[config.mk]
export PLATFORM = sky130hd
export DESIGN_NAME = exe_mem_skid_reg
export DESIGN_NICKNAME = d
export VERILOG_FILES = /design/src/rtl/exe_mem_skid_reg.sv
export SDC_FILE = /design/constraint.sdc
export NUM_CORES = 1
export LEC_CHECK = 0
export BUFFER_PORTS_ARGS = -buffer_cell sky130_fd_sc_hd__clkbuf_2
export CAP_MARGIN = 25
export CORE_MARGIN = 8
export CORE_UTILIZATION = 48
export DETAILED_ROUTE_END_ITERATION = 12
export PLACE_DENSITY_LB_ADDON = 0.25
export SLEW_MARGIN = 20
export SYNTH_ARGS = -nofsm -noshare
export SYNTH_HDL_FRONTEND = slang
export SYNTH_SLANG_ARGS = --single-unit
export TNS_END_PERCENT = 100
[constraint.sdc]
create_clock -name clk -period 4.1 [get_ports clk]
set_clock_uncertainty 0.2 [all_clocks]
set_input_delay 0.41 -clock clk [delete_from_list [all_inputs] [get_ports clk]]
set_output_delay 0.41 -clock clk [all_outputs]
set_load 0.05 [all_outputs]
[src/rtl/exe_mem_skid_reg.sv]
// EXE->MEM pipeline register with a valid/ready handshake and a 2-entry skid buffer.
// in_ready comes only from state flops, so MEM back-pressure never forms a comb path into EXE.
module exe_mem_skid_reg #(
  parameter int DATA_W = 32,
  parameter int DEST_W = 4
) (
  input  logic              clk,
  input  logic              rst,
  input  logic              flush,
  input  logic              in_valid,
  output logic              in_ready,
  input  logic              in_wb_en,
  input  logic              in_mem_r_en,
  input  logic              in_mem_w_en,
  input  logic [DATA_W-1:0] in_alu_result,
  input  logic [DATA_W-1:0] in_st_val,
  input  logic [DEST_W-1:0] in_dest,
  output logic              out_valid,
  input  logic              out_ready,
  output logic              out_wb_en,
  output logic              out_mem_r_en,
  output logic              out_mem_w_en,
  output logic [DATA_W-1:0] out_alu_result,
  output logic [DATA_W-1:0] out_st_val,
  output logic [DEST_W-1:0] out_dest,
  output logic [1:0]        occupancy
);

  typedef enum logic [1:0] {EMPTY = 2'd0, ONE = 2'd1, FULL = 2'd2} state_t;

  state_t state, state_next;
  logic head_valid, skid_valid, accept, take;
  logic load_head_in, load_head_skid, load_skid;

  logic              head_wb_en, head_mem_r_en, head_mem_w_en;
  logic [DATA_W-1:0] head_alu_result, head_st_val;
  logic [DEST_W-1:0] head_dest;
  logic              skid_wb_en, skid_mem_r_en, skid_mem_w_en;
  logic [DATA_W-1:0] skid_alu_result, skid_st_val;
  logic [DEST_W-1:0] skid_dest;

  assign head_valid = (state != EMPTY);
  assign skid_valid = (state == FULL);
  assign in_ready   = !skid_valid;
  assign out_valid  = head_valid;
  assign accept     = in_valid & in_ready;
  assign take       = out_valid & out_ready;
  assign occupancy  = state;

  always_ff @(posedge clk or posedge rst) begin
    if (rst) state <= EMPTY;
    else     state <= state_next;
  end

  // Flush overrides everything; payload loads are suppressed so flops keep old contents.
  always_comb begin
    state_next     = state;
    load_head_in   = 1'b0;
    load_head_skid = 1'b0;
    load_skid      = 1'b0;
    if (flush) begin
      state_next = EMPTY;
    end else begin
      case (state)
        EMPTY: if (accept) begin
          state_next   = ONE;
          load_head_in = 1'b1;
        end
        ONE: begin
          if (accept && take) begin
            load_head_in = 1'b1;
          end else if (accept) begin
            state_next = FULL;
            load_skid  = 1'b1;
          end else if (take) begin
            state_next = EMPTY;
          end
        end
        FULL: if (take) begin
          state_next     = ONE;
          load_head_skid = 1'b1;
        end
        default: state_next = EMPTY;
      endcase
    end
  end

  always_ff @(posedge clk or posedge rst) begin
    if (rst) begin
      head_wb_en      <= 1'b0;
      head_mem_r_en   <= 1'b0;
      head_mem_w_en   <= 1'b0;
      head_alu_result <= '0;
      head_st_val     <= '0;
      head_dest       <= '0;
    end else if (load_head_in) begin
      head_wb_en      <= in_wb_en;
      head_mem_r_en   <= in_mem_r_en;
      head_mem_w_en   <= in_mem_w_en;
      head_alu_result <= in_alu_result;
      head_st_val     <= in_st_val;
      head_dest       <= in_dest;
    end else if (load_head_skid) begin
      head_wb_en      <= skid_wb_en;
      head_mem_r_en   <= skid_mem_r_en;
      head_mem_w_en   <= skid_mem_w_en;
      head_alu_result <= skid_alu_result;
      head_st_val     <= skid_st_val;
      head_dest       <= skid_dest;
    end
  end

  always_ff @(posedge clk or posedge rst) begin
    if (rst) begin
      skid_wb_en      <= 1'b0;
      skid_mem_r_en   <= 1'b0;
      skid_mem_w_en   <= 1'b0;
      skid_alu_result <= '0;
      skid_st_val     <= '0;
      skid_dest       <= '0;
    end else if (load_skid) begin
      skid_wb_en      <= in_wb_en;
      skid_mem_r_en   <= in_mem_r_en;
      skid_mem_w_en   <= in_mem_w_en;
      skid_alu_result <= in_alu_result;
      skid_st_val     <= in_st_val;
      skid_dest       <= in_dest;
    end
  end

  // Side-effecting control bits are gated so a bubble never writes back or touches memory.
  assign out_wb_en      = head_wb_en & head_valid;
  assign out_mem_r_en   = head_mem_r_en & head_valid;
  assign out_mem_w_en   = head_mem_w_en & head_valid;
  assign out_alu_result = head_alu_result;
  assign out_st_val     = head_st_val;
  assign out_dest       = head_dest;

endmodule

==> impl_metrics.tcl <==
set metrics [dict create \
    die_h_um 129.4 \
    synth_edf_count 0 \
    peakVddDrop_v 0.0003553 \
    synth_commonest_cells "144 x dfrtp_1, 71 x a221o_1, 71 x and2_1, 45 x mux2_4, 20 x mux2_2" \
    max-slew-margin-rel_pct 40.80 \
    cts_max_level 4 \
    crit_buf_inv 3 \
    areaGrowthSynthToFinish_pct 23.08 \
    wl_met3_um 877 \
    fmax_ghz 0.3568 \
    cp-start-kind "input pin" \
    crit_required_ps 4260 \
    start_util_pct 49.14 \
    die_x_um 129.4 \
    path_clk_slew_ps 60 \
    slowest_delay_ps 810 \
    finalSetupTns_ps 0 \
    drt_iter0_markers 312 \
    synth.ff_latch_count 144 \
    power_density_nw_per_um2 637.4 \
    cts_setup_buffers 0 \
    drtAntennaViolNets 0 \
    worst_pin_slew_ps 888.0 \
    period_needed_ps 2803 \
    antenna_found_initial 1 \
    final_layout_size_suffix_gt1_share_pct 45.95 \
    route.detailed.drc 0 \
    crit_fanout 37 \
    min_path_type "input pin to flop" \
    nets 631 \
    outcome "finished, final reports clean" \
    async_flop_share_pct 100.0 \
    cellLeakagePower_nw 3.696 \
    clock_path_buffers 2 \
    row_count 41 \
    yosysTopAreaCell "dfrtp_1" \
    cts_tree "yes" \
    path_delay_family "buffers and inverters" \
    setup-violations-final 0 \
    wl_met1_um 6609 \
    path_cells "dlygate4sd3_1 > clkbuf_2 > and4bb_2 > o21ba_2 > buf_4 > a221o_1" \
    clkLatencyLatePin_ps 420 \
    synth_fp_nets 484 \
    synthTopCellsByArea "dfrtp_1 58%, a221o_1 12%, mux2_4 11%" \
    maxUsedRoutingLayer "met4" \
    slew_viol_final 0 \
    place_hpwl_um 9407 \
    dieArea_sq_um 16750 \
    cts_resized 0 \
    grt_pass1_wl_um 23360 \
    syn_area_per_cell_sq_um 15.14 \
    globalRouteTotalUtil_pct 18.16 \
    synth_cells 408 \
    critPathCaptureType "flop" \
    num_vias 4012 \
    cts_hold_buf 2 \
    syn_area_sq_um 6176 \
    placed_cell_area_sq_um 6929 \
    cp_slowest_cell "o21ba_2" \
    first_pass_iters 4 \
    portBuffers 150 \
    synth-main-ff-cell "dfrtp_1" \
    cap_violations 0 \
    period_share_pct 68.36 \
    fin_area_sq_um 7601 \
    final_util_pct 60.48 \
    wl_per_cell_um 19.98 \
    critPathKind "input pin to flop" \
    grt_overflow_total 0 \
    clockRootBuffer "clkbuf_16" \
    synth.distinct_cells 24 \
    core-area_sq_um 12570 \
    critPathArrivalTime_ps 2960 \
    numCtsBuffers 17 \
    ys_seq_area_share_pct 58.35 \
    ys_warn_count 0 \
    viasPerCell 5.414 \
    met2_length_um 7088 \
    hold_viol_final 0 \
    grt_pass1_vias 4283 \
    place.gp.congestion 0.7018 \
    grt_max_degree 75 \
    synth_top_cell_area_share_pct 58.35 \
    rsz0062_at_grt "no" \
    synth_most_common_cell "dfrtp_1" \
    clock_sinks 144 \
    drt-total-wl_um 14810 \
    io_pins 151 \
]
[logic make-up after synthesis]
kind of cell	share of synthesized area (%)
AND/OR/NAND/NOR	8.691
flip-flops	58.35
buffers and inverters	5.105
AO/OA/AOI/OAI	12.01
multiplexers	15.84
[worst reg2reg max path, stage by stage (launching register included)]
cell     delay [ps]
dfrtp_1         470
nor2b_1         340
o21ba_2         780
buf_4           560
a221o_1         240
[layout by cell type (no fill, tap or decap), types with 2 or more instances in the layout]
master         instances
clkbuf_2             150
dfrtp_1              144
and2_1                71
a221o_1               71
mux2_4                45
mux2_2                20
clkbuf_16             17
mux2_1                 6
nor2b_1                5
clkbuf_8               5
buf_4                  5
clkinv_2               4
bufinv_16              4
clkinvlp_4             3
dlygate4sd3_1          2
buf_12                 2
[routing by layer]
layer,vias up,GRT usage (%)
li1,1813,-
met3,20,5.094
met1,2069,23.58
met2,110,28.00
met5,-,0
met4,0,7.719
[final cells by class]
| cell class | instances | area (sq um) |
|---|---|---|
| Fill cell | 993 | 4967 |
| Clock buffer | 22 | 494.2 |
| Multi-Input combinational cell | 231 | 2271 |
| Antenna cell | 1 | 2.502 |
| Clock inverter | 10 | 155.1 |
| Sequential cell | 144 | 3603 |
| Inverter | 2 | 11.26 |
| Timing Repair Buffer | 159 | 848.3 |
| Tap cell | 172 | 215.2 |
[report_power, final]
group	switching [mW]	leakage (nW)	internal [mW]	total, mW
clock network	0.592	0.318	1.09	1.69
logic	0.724	1.60	0.468	1.19
registers	0.192	1.78	1.77	1.97
[flip-flops by register name, summed over array words and instances, names as in the netlist]
signal,cells
head_mem_w_en,1
out_alu_result,32
head_mem_r_en,1
skid_alu_result,32
head_wb_en,1
skid_wb_en,1
occupancy,2
skid_dest,4
out_dest,4
skid_mem_w_en,1
out_st_val,32
skid_st_val,32
skid_mem_r_en,1
[per-stage QoR]
stage | setup WS [ps] | power [mW] | cells | hold WS, ps
floorplan | 1685 | 2.870 | 408 | 248.9
global placement | 1442 | 3.140 | 706 | 258.7
detailed placement | 1404 | 3.180 | 706 | 272.1
CTS | 1308 | 4.879 | 740 | 7.919
global route | 1186 | 5.036 | 741 | 19.33
finish | 1297 | 4.845 | 741 | 21.94
[path summary, 6_finish.rpt]
kind / startpoint / to / slack, ps / depth (start not counted)
max in group asynchronous: rst / out_alu_result[2] / 2330 / 4
worst max register to register: occupancy[0] / out_st_val[12] / 1450 / 4
min in group asynchronous: rst / out_alu_result[29] / 420 / 3
worst max-delay path: flush / out_st_val[12] / 1300 / 6
worst min register to register: skid_alu_result[1] / skid_alu_result[1] / 280 / 1
worst min-delay path: in_st_val[31] / skid_st_val[31] / 20 / 2
(Power assumes the default switching activity.)
